## src/rtl/axi_trace_pkg.sv

```systemverilog
// Shared sizing helpers and record layout for the AXI trace buffer.
// The record carries a timestamp field only when AXI_TRACE_TIMESTAMP_EN is defined.
package axi_trace_pkg;

  localparam int DEF_NUM_CH = 4;
  localparam int DEF_DATA_W = 32;
  localparam int DEF_DEPTH  = 16;
  localparam int DEF_TS_W   = 16;
  localparam int DROP_W     = 16;

  function automatic int calcIdW(input int numCh);
    return (numCh > 1) ? $clog2(numCh) : 1;
  endfunction

  function automatic int calcPtrW(input int depth);
    return $clog2(depth);
  endfunction

  // Record layout for the default configuration.
  typedef struct packed {
    logic [calcIdW(DEF_NUM_CH)-1:0] ch;
    logic [DEF_DATA_W-1:0]          data;
`ifdef AXI_TRACE_TIMESTAMP_EN
    logic [DEF_TS_W-1:0]            ts;
`endif
  } trace_rec_t;

endpackage

```

## src/rtl/axi_trace_fifo.sv

```systemverilog
// First-word-fall-through record store; a push into a full store without a pop
// overwrites the oldest entry and sets the sticky wrapped flag.
module axi_trace_fifo
  import axi_trace_pkg::*;
#(
  parameter int WIDTH = 8,
  parameter int DEPTH = 16
) (
  input  logic                     clk_i,
  input  logic                     rst_i,
  input  logic                     clear_i,
  input  logic                     push_i,
  input  logic [WIDTH-1:0]         wdata_i,
  input  logic                     ready_i,
  output logic                     valid_o,
  output logic [WIDTH-1:0]         rdata_o,
  output logic [calcPtrW(DEPTH):0] count_o,
  output logic                     wrapped_o
);

  localparam int PtrW = calcPtrW(DEPTH);

  logic [WIDTH-1:0] mem_q [DEPTH];
  logic [PtrW-1:0]  wrPtr_q, wrPtr_d;
  logic [PtrW-1:0]  rdPtr_q, rdPtr_d;
  logic [PtrW:0]    count_q, count_d;
  logic             wrapped_q, wrapped_d;
  logic             pop, full, overwrite;

  assign valid_o   = (count_q != '0);
  assign pop       = valid_o && ready_i;
  assign full      = (count_q == (PtrW+1)'(DEPTH));
  assign overwrite = push_i && full && !pop;
  assign rdata_o   = valid_o ? mem_q[rdPtr_q] : '0;
  assign count_o   = count_q;
  assign wrapped_o = wrapped_q;

  always_comb begin
    wrPtr_d   = wrPtr_q;
    rdPtr_d   = rdPtr_q;
    count_d   = count_q;
    wrapped_d = wrapped_q;
    if (push_i) wrPtr_d = wrPtr_q + PtrW'(1);
    if (pop || overwrite) rdPtr_d = rdPtr_q + PtrW'(1);
    // Overwrite moves both pointers together, so occupancy stays at DEPTH.
    if (overwrite) wrapped_d = 1'b1;
    else if (push_i && !pop) count_d = count_q + (PtrW+1)'(1);
    else if (pop && !push_i) count_d = count_q - (PtrW+1)'(1);
    if (clear_i) begin
      wrPtr_d   = '0;
      rdPtr_d   = '0;
      count_d   = '0;
      wrapped_d = 1'b0;
    end
  end

  always_ff @(posedge clk_i) begin
    if (rst_i) begin
      wrPtr_q   <= '0;
      rdPtr_q   <= '0;
      count_q   <= '0;
      wrapped_q <= 1'b0;
    end else begin
      wrPtr_q   <= wrPtr_d;
      rdPtr_q   <= rdPtr_d;
      count_q   <= count_d;
      wrapped_q <= wrapped_d;
    end
  end

  always_ff @(posedge clk_i) begin
    if (push_i && !clear_i && !rst_i) mem_q[wrPtr_q] <= wdata_i;
  end

endmodule

```

## src/rtl/axi_trace_buffer.sv

```systemverilog
// Multi-channel AXI debug event capture into a shared circular trace store.
// Define AXI_TRACE_TIMESTAMP_EN to add a free-running cycle timestamp to each record.
module axi_trace_buffer
  import axi_trace_pkg::*;
#(
  parameter int NUM_CH = DEF_NUM_CH,
  parameter int DATA_W = DEF_DATA_W,
  parameter int DEPTH  = DEF_DEPTH,
  parameter int TS_W   = DEF_TS_W
) (
  input  logic                       clk_i,
  input  logic                       rst_i,
  input  logic                       enable_i,
  input  logic                       wrap_mode_i,
  input  logic                       clear_i,
  input  logic [NUM_CH-1:0]          ev_valid_i,
  input  logic [NUM_CH*DATA_W-1:0]   ev_data_i,
  output logic                       rd_valid_o,
  input  logic                       rd_ready_i,
  output logic [calcIdW(NUM_CH)-1:0] rd_ch_o,
  output logic [DATA_W-1:0]          rd_data_o,
  output logic [TS_W-1:0]            rd_ts_o,
  output logic [calcPtrW(DEPTH):0]   count_o,
  output logic [DROP_W-1:0]          drop_cnt_o,
  output logic                       wrapped_o
);

  localparam int IdW  = calcIdW(NUM_CH);
  localparam int CntW = calcPtrW(DEPTH) + 1;

  typedef struct packed {
    logic [IdW-1:0]    ch;
    logic [DATA_W-1:0] data;
`ifdef AXI_TRACE_TIMESTAMP_EN
    logic [TS_W-1:0]   ts;
`endif
  } rec_t;

  logic [NUM_CH-1:0] pend_q, pend_d;
  logic [DATA_W-1:0] pendData_q [NUM_CH];
  logic [DATA_W-1:0] pendData_d [NUM_CH];
  logic [IdW-1:0]    rr_q, rr_d;
  logic [IdW-1:0]    gntIdx;
  logic              gntValid;
  logic [IdW:0]      drops;
  logic [DROP_W:0]   dropSum;
  logic [DROP_W-1:0] drop_q, drop_d;
  logic [CntW-1:0]   count;
  int                bestDist;
  rec_t              wrRec, rdRec;

`ifdef AXI_TRACE_TIMESTAMP_EN
  logic [TS_W-1:0] ts_q;
  logic [TS_W-1:0] pendTs_q [NUM_CH];
  logic [TS_W-1:0] pendTs_d [NUM_CH];

  // Reset-only counter: a trace flush must not disturb the time base.
  always_ff @(posedge clk_i) begin
    if (rst_i) ts_q <= '0;
    else       ts_q <= ts_q + TS_W'(1);
  end
`endif

  // Round-robin: the pending channel with the smallest distance from rr_q wins.
  always_comb begin
    gntValid = 1'b0;
    gntIdx   = '0;
    bestDist = NUM_CH;
    for (int c = 0; c < NUM_CH; c++) begin
      if (pend_q[c] && (((c + NUM_CH - int'(rr_q)) % NUM_CH) < bestDist)) begin
        bestDist = (c + NUM_CH - int'(rr_q)) % NUM_CH;
        gntIdx   = IdW'(c);
        gntValid = 1'b1;
      end
    end
    if (!((count < CntW'(DEPTH)) || wrap_mode_i)) gntValid = 1'b0;
    rr_d = rr_q;
    if (gntValid) rr_d = (int'(gntIdx) == NUM_CH - 1) ? '0 : gntIdx + IdW'(1);
  end

  always_comb begin
    pend_d     = pend_q;
    pendData_d = pendData_q;
`ifdef AXI_TRACE_TIMESTAMP_EN
    pendTs_d   = pendTs_q;
`endif
    drops      = '0;
    if (gntValid) pend_d[gntIdx] = 1'b0;
    // A slot freed by this cycle's grant can take the new event immediately.
    for (int c = 0; c < NUM_CH; c++) begin
      if (enable_i && ev_valid_i[c]) begin
        if (pend_q[c] && !(gntValid && gntIdx == IdW'(c))) begin
          drops = drops + (IdW+1)'(1);
        end else begin
          pend_d[c]     = 1'b1;
          pendData_d[c] = ev_data_i[c*DATA_W +: DATA_W];
`ifdef AXI_TRACE_TIMESTAMP_EN
          pendTs_d[c]   = ts_q;
`endif
        end
      end
    end
    dropSum = {1'b0, drop_q} + (DROP_W+1)'(drops);
    drop_d  = dropSum[DROP_W] ? '1 : dropSum[DROP_W-1:0];
  end

  always_ff @(posedge clk_i) begin
    if (rst_i || clear_i) begin
      pend_q <= '0;
      rr_q   <= '0;
      drop_q <= '0;
    end else begin
      pend_q <= pend_d;
      rr_q   <= rr_d;
      drop_q <= drop_d;
    end
  end

  // Payload slots are only read while their pending flag is set.
  always_ff @(posedge clk_i) begin
    pendData_q <= pendData_d;
`ifdef AXI_TRACE_TIMESTAMP_EN
    pendTs_q   <= pendTs_d;
`endif
  end

  always_comb begin
    wrRec.ch   = gntIdx;
    wrRec.data = pendData_q[gntIdx];
`ifdef AXI_TRACE_TIMESTAMP_EN
    wrRec.ts   = pendTs_q[gntIdx];
`endif
  end

  axi_trace_fifo #(
    .WIDTH($bits(rec_t)),
    .DEPTH(DEPTH)
  ) u_fifo (
    .clk_i    (clk_i),
    .rst_i    (rst_i),
    .clear_i  (clear_i),
    .push_i   (gntValid && !clear_i),
    .wdata_i  (wrRec),
    .ready_i  (rd_ready_i),
    .valid_o  (rd_valid_o),
    .rdata_o  (rdRec),
    .count_o  (count),
    .wrapped_o(wrapped_o)
  );

  assign rd_ch_o    = rdRec.ch;
  assign rd_data_o  = rdRec.data;
  assign count_o    = count;
  assign drop_cnt_o = drop_q;
`ifdef AXI_TRACE_TIMESTAMP_EN
  assign rd_ts_o    = rdRec.ts;
`else
  assign rd_ts_o    = '0;
`endif

endmodule

```

## config.mk

```make
export PLATFORM = sky130hd
export DESIGN_NAME = axi_trace_buffer
export DESIGN_NICKNAME = d
export VERILOG_FILES = /design/src/rtl/axi_trace_pkg.sv /design/src/rtl/axi_trace_fifo.sv /design/src/rtl/axi_trace_buffer.sv
export SDC_FILE = /design/constraint.sdc
export NUM_CORES = 1
export LEC_CHECK = 0
export ABC_CLOCK_PERIOD_IN_PS = 5900
export BUFFER_PORTS_ARGS = -buffer_cell sky130_fd_sc_hd__buf_2
export CAP_MARGIN = 20
export CORE_UTILIZATION = 29
export DETAILED_ROUTE_END_ITERATION = 6
export SLEW_MARGIN = 5
export SYNTH_ARGS = -nofsm -noshare
export SYNTH_HDL_FRONTEND = slang
export SYNTH_SLANG_ARGS = --single-unit
```

## constraint.sdc

```tcl
create_clock -name clk_i -period 5.9 [get_ports clk_i]
set_input_delay 0.59 -clock clk_i [delete_from_list [all_inputs] [get_ports clk_i]]
set_output_delay 0.59 -clock clk_i [all_outputs]
set_load 0.01 [all_outputs]
```

-- Yosys cells after proc, flatten, opt, wreduce, memory -nomap -nowiden
Memory sizes are Yosys's and may differ from the RTL's. A register that Yosys moved wholly into a read port is not among the register bits.
Index checks and enable logic that the tools add are counted.
- flip-flop bits (word level): 164
- RAM bits: 544
- input port bits: 138
- output and inout bits: 73
- word-level logic and storage cells: 141
- memories kept: 1
- memories (memory ; depth ; bits a word ; read ports ; clocked after memory_dff ; wr ports ; line ; text):
    u_fifo.mem_q ; 16 ; 34 ; 1 ; 1 ; 1 ; axi_trace_fifo.sv:23 ; logic [WIDTH-1:0] mem_q [DEPTH];
- add/sub/neg operators: 13
- $lt $le $gt $ge: 8
- equal/unequal tests: 5
- mux-type cells: 42
- bitwise logic cells: 12
- reduce and logical (&&, ||, !) cells: 49
- operators with widths (kind ; number):
    $mux W32 ; 5
    $lt A3 B32 Y1 ; 3
    $bmux W32 S2 ; 1
    $mux W34 ; 1
    $logic_and A1 B1 Y1 ; 25
    $mux W1 ; 19
    $mux W3 ; 6
    $add A16 B3 Y17 ; 1
    $mux W16 ; 1
    $sub A3 B2 Y4 const A ; 4
    $mux W4 ; 3
    $mux W5 ; 2
    $reduce_and A2 Y1 ; 5
    $reduce_or A2 Y1 ; 5
    $add A3 B1 Y3 const B ; 3
    $add A4 B1 Y4 const B ; 2
    $logic_not A1 Y1 ; 8
    $mux W2 ; 3
    $add A5 B1 Y5 const B ; 1
    $eq A5 B5 Y1 const B ; 1
    $lt A5 B5 Y1 const B ; 1
    $not A1 Y1 ; 5
    $reduce_bool A5 Y1 ; 1
    $sub A5 B1 Y5 const B ; 1
    other kinds (15) ; 22

-- Depth between registers and ports, before layout
- depth in word-level cells: 32
- gate-level depth with buffers: 32
- depth with buffers taken out: 31

-- Hierarchy
A second synthesis with hierarchy kept.
- cells, all modules: 1433
- area, all modules: 28130.7 um^2
- by module, submodules not included (module ; instances ; cells each ; area each (um^2) ; sequential area each (um^2)):
    axi_trace_fifo ; 1 ; 952 ; 21620.7 ; 16696.0
    axi_trace_buffer ; 1 ; 481 ; 6510.0 ; 4284.1

-- Least setup slack after synthesis
Ideal clock, no wire load.
- kind: register to register
- from: register pend_q[0]
- to: register drop_q[10] (netlist: drop_cnt_o[10])
- setup time: 70 ps
- data arrival time: 5865 ps
- data required time: 5830 ps
- slack: -35 ps
- cell stages (with the launch flop): 31
- path buffers: 2
- period minus slack after synthesis: 5935 ps
- path through: dfxtp_1 -> buf_6 -> inv_1 -> mux2i_1 -> a32oi_1 -> ha_1 -> o22ai_1 -> o21ai_1 -> o21ai_0 -> ha_1 -> nor2b_1 -> o22a_4 -> a21oi_2 -> nor2_1 -> ha_1 -> a21oi_1 -> ha_1 -> nand2_1 -> o21ai_0 -> and2_1 -> ha_1 -> mux2_2 -> ha_1 -> mux2i_1 -> fa_1 -> inv_1 -> a21o_1 -> nor2b_1 -> nand3_1 -> clkbuf_1 -> a21oi_1
- word-level cells in the longest chain between the ends: 28
- elaborated cells on any way between the ends: 47
- classes of those cells: 4 x add/sub; 3 x order compare; 3 x eq/ne; 20 x mux; 17 x reduce/logical
- ends and longest elaborated chain (item ; line ; text):
    from (decl) ; axi_trace_buffer.sv:39 ; logic [NUM_CH-1:0] pend_q, pend_d;
    from (signal assigned) ; axi_trace_buffer.sv:113 ; pend_q <= pend_d;
    $logic_and A1 B1 Y1 ; axi_trace_buffer.sv:70 ; if (pend_q[c] && (((c + NUM_CH - int'(rr_q)) % NUM_CH) < bestDist)) begin
    $mux W32 ; axi_trace_buffer.sv:70 ;
    $lt A3 B32 Y1 ; axi_trace_buffer.sv:70 ;
    $logic_and A1 B1 Y1 ; axi_trace_buffer.sv:70 ;
    $mux W32 ; axi_trace_buffer.sv:70 ;
    $lt A3 B32 Y1 ; axi_trace_buffer.sv:70 ;
    $logic_and A1 B1 Y1 ; axi_trace_buffer.sv:70 ;
    $mux W32 ; axi_trace_buffer.sv:70 ;
    [... 12 more ...] ; -- ;
    $add A3 B1 Y3 ; axi_trace_buffer.sv:93 ; drops = drops + (IdW+1)'(1);
    $mux W3 ; axi_trace_buffer.sv:92 ; if (pend_q[c] && !(gntValid && gntIdx == IdW'(c))) begin
    $mux W3 ; axi_trace_buffer.sv:91 ; if (enable_i && ev_valid_i[c]) begin
    $add A3 B1 Y3 ; axi_trace_buffer.sv:93 ;
    $mux W3 ; axi_trace_buffer.sv:92 ;
    $mux W3 (*) ; axi_trace_buffer.sv:91 ;
    $add A16 B3 Y17 (*) ; axi_trace_buffer.sv:103 ; dropSum = {1'b0, drop_q} + (DROP_W+1)'(drops);
    $mux W16 (*) ; axi_trace_buffer.sv:104 ; drop_d = dropSum[DROP_W] ? '1 : dropSum[DROP_W-1:0];
    to (signal assigned) ; axi_trace_buffer.sv:115 ; drop_q <= drop_d;
    to (decl) ; axi_trace_buffer.sv:47 ; logic [DROP_W-1:0] drop_q, drop_d;
Mark *: on every way between the ends. The rest lies on a longest branch, timed or not.
A chain may end at the register's enable or synchronous reset.

-- Worst setup path after layout
- from: register rr_q[0]
- to: register drop_q[15] (netlist: drop_cnt_o[15])
- word-level cells in the longest chain between the ends: 32
- elaborated cells on any way between the ends: 60
- classes of those cells: 8 x add/sub; 4 x order compare; 3 x eq/ne; 20 x mux; 4 x bitwise; 21 x reduce/logical
- ends and longest elaborated chain (item ; line ; text):
    from (decl) ; axi_trace_buffer.sv:42 ; logic [IdW-1:0] rr_q, rr_d;
    from (signal assigned) ; axi_trace_buffer.sv:114 ; rr_q <= rr_d;
    $sub A3 B2 Y4 ; axi_trace_buffer.sv:70, axi_trace_buffer.sv:71 ;
    $reduce_or A2 Y1 (no source line) ; -- ;
    $and A1 B1 Y1 (no source line) ; -- ;
    $lt A3 B4 Y1 ; axi_trace_buffer.sv:70 ;
    $logic_and A1 B1 Y1 ; axi_trace_buffer.sv:70 ;
    $mux W32 ; axi_trace_buffer.sv:70 ;
    $lt A3 B32 Y1 ; axi_trace_buffer.sv:70 ;
    $logic_and A1 B1 Y1 ; axi_trace_buffer.sv:70 ;
    [... 16 more ...] ; -- ;
    $add A3 B1 Y3 ; axi_trace_buffer.sv:93 ;
    $mux W3 ; axi_trace_buffer.sv:92 ;
    $mux W3 ; axi_trace_buffer.sv:91 ;
    $add A3 B1 Y3 ; axi_trace_buffer.sv:93 ;
    $mux W3 ; axi_trace_buffer.sv:92 ;
    $mux W3 (*) ; axi_trace_buffer.sv:91 ;
    $add A16 B3 Y17 (*) ; axi_trace_buffer.sv:103 ;
    $mux W16 (*) ; axi_trace_buffer.sv:104 ;
Marks and branches as above.

==> flow_summary.ini <==
[outcome]
status = finished clean

[global_route]
grt.total_usage_pct = 13.3
grt-ovfl-total = 0
grt_max_degree = 79
grt_pass1_wl_um = 96100
antenna_found_initial = 3
grt_pass1_vias = 14800

[timing]
tightest_slew_ps = 1050
maxSlewViolCount = 0
finalCriticalPeriod_ps = 5840
slew_headroom_pct = 29.9
finalHoldViolations = 0
rsz0062_at_grt = true
finalCritPeriodShare_pct = 98.9
fmax_ghz = 0.171
holdWs_ps = 155
clock_skew_ps = 22.0
setup_violations = 0

[worst_setup_path]
cp_slowest_cell = dfxtp_1
regToRegStartpoint = rr_q[0]
rr_endpoint = drop_cnt_o[15]
endpoint_kind = register
cp_common_cell = ha_1
critical-path-max-stage-delay_ps = 410
start_kind = register
required_ps = 6350
path_max_fanout = 4
rrSetupSlack_ps = 60
ff2ff_path_depth = 30
worstSetupPathType = register to register
arrival_ps = 6290

[power]
power_density_mw_per_mm2 = 328
clockPowerShare_pct = 40.0
p_int_mw = 8.54
p_sw_share_pct = 21.9
pwr-share-comb_pct = 8.0
leakagePower_nw = 11.0
power_frac_seq_pct = 52.0
ir_drop_mv = 0.237
power_switching_mw = 2.40

[worst_hold_path]
hold_path.class = input pin to register
hold_depth = 1
hp-start = ev_data_i[9]
min_to = pendData_q[105]

[logic_synthesis]
seq_area_frac_synth_pct = 75.1
synthDistinctLibCells = 52
synth-edff-count = 672
postSynthCellCount = 1405
yosysTopAreaCellShare_pct = 72.2
synth_top_area_cell = edfxtp_1
yosysMostFrequentCell = edfxtp_1
async_reset_ff_share_pct = 0
synth_area_per_cell_um2 = 19.9
synth_top_flop_cell = edfxtp_1
synth-seq-cells = 712
synth_area_leaders = edfxtp_1 72%, mux4_2 14%, dfxtp_1 2.9%
synth_common_cells = 672 x edfxtp_1, 170 x mux4_2, 68 x nor2_1, 62 x nand2_1, 61 x a21oi_1
yosys_warnings = 0
synthesis.area_mm2 = 0.0279

[final_layout]
antennaDiodeCount = 0
syn_to_final_growth_pct = 19.6
drive_above_1_share_pct = 35.5
final_cells = 3012
stdcell_area_mm2 = 0.0334
final_nets = 1851
final_util_pct = 35.1

[route]
via_count = 14000
dr.pass1.iters = 5
wl_um = 65600
drt_iter0_drc = 907
ant_nets = 0
via_per_inst = 4.65
routedWlPerCell_um = 21.8
drc = 0

[floorplan]
start_util_pct = 29.4
num_rows = 113
fp.dieH_um = 312
io_pins = 211
die-area_mm2 = 0.0976
die_w_um = 312
core_mm2 = 0.0952

[placement]
dpl_cell_area_mm2 = 0.0308
dp_cells = 2866
hpwlAfterDp_um = 39500
gp_congestion = 0.754
port_buffers = 194

[clock_tree]
ctsLongestPathBuffers = 3
htreeDepth = 3
cts_hold_buf = 0
worstSkewPairLatency_ps = 610
cts_tree = yes
cts-buffers-inserted = 70
path_clk_slew_ps = 60
clock-root-buffer = clkbuf_16
clock_sinks = 712

[flow_run]
maxCapViolCount = 0
placed cells by master, fill, tap and decap left out, types with 4 or more instances in the layout:
cell type	netlist	routed
a21o_1	4	4
a21oi_1	61	57
a21oi_4	0	4
a31oi_1	4	4
and2_1	36	36
and3_1	4	4
buf_2	14	194
buf_4	16	85
bufinv_16	0	5
clkbuf_1	34	20
clkbuf_16	0	74
clkinv_1	0	10
clkinv_2	0	11
conb_1	1	16
dfxtp_1	40	35
edfxtp_1	672	672
ha_1	19	16
inv_1	17	14
mux2i_1	37	35
mux4_2	170	170
nand2_1	62	62
nand2b_1	7	7
nand3_1	9	6
nand4_1	5	5
nor2_1	68	52
nor2_4	0	15
nor3_2	0	5
o21ai_0	38	32
o21ai_1	1	5
xnor2_1	11	9
xor2_1	13	13
power by group through the flow:
stage / sequential, mW / clock [mW] / combinational (mW)
floorplan: 5.78 / 0 / 0.516
global placement: 5.80 / 0 / 0.870
detailed placement: 5.80 / 0 / 0.891
CTS: 5.69 / 4.49 / 0.895
global route: 5.70 / 4.67 / 0.965
finish: 5.69 / 4.38 / 0.874
metrics by stage:
step,TNS [ps],setup WS [ps],power [mW]
floorplan,0,41.7,6.30
global placement,-918,-81.5,6.67
detailed placement,-5990,-423,6.69
CTS,0,17.2,11.1
global route,-1390,-166,11.3
finish,0,62.9,10.9
metal layers:
layer / track usage (%) / wire, µm
met1: 17.2 / 28200
met2: 22.7 / 32700
met3: 2.71 / 3420
met4: 3.70 / 1270
met5: 0 / 0
sequential cells by signal, indices dropped and copies added, names as in the netlist, named ones only:
signal            count
u_fifo.mem_q        544
pendData_q          128
u_fifo.rdPtr_q        4
u_fifo.count_o        5
u_fifo.wrapped_o      1
pend_q                4
drop_cnt_o           16
u_fifo.wrPtr_q        4
rr_q                  2
critical path, delay by kind of cell (launching register included):
kind,cells,cell delay (ps)
AO/OA/AOI/OAI,11,1410
adder cells (fa/ha/maj),7,1930
buffers and inverters,1,70
flip-flops,1,410
multiplexers,2,570
AND/OR/NAND/NOR,9,1320
worst max path at each step:
stage,startpoint,to,slack (ps),depth (start not counted)
global route,rr_q[0],drop_cnt_o[15],-170,30
global placement,rr_q[0],drop_cnt_o[13],-80,29
finish,rr_q[0],drop_cnt_o[15],60,30
CTS,pend_q[0],drop_cnt_o[11],20,31
floorplan,pend_q[0],drop_cnt_o[10],40,31
detailed placement,rr_q[0],drop_cnt_o[0],-420,29
cell families after synthesis:
family | count (synthesis) | synth area share, %
buf+inv | 101 | 1.80
xor+xnor | 24 | 0.752
simple gates | 213 | 3.61
compound gates | 124 | 2.62
fa+ha+maj | 21 | 0.994
flops | 712 | 75.1
other cells | 1 | 0.0134
mux | 209 | 15.1
repair_timing:
item	in CTS	in global routing
cloned	0	0
gates resized for setup	17	25
pin swaps	4	21
setup buffers	1	14
endpoints found under the setup margin	16	16
layout make-up:
type                    instances  area (µm²)
flip-flops and latches        712       21000
repair buffers                284        1690
multi-input cells             607        6840
inverters                      17        63.8
well taps                    1265        1580
clock buffers                  95        1940
clock inverters                32         300
fillers                      8726       61700
Power figures use the tool's default switching activity.
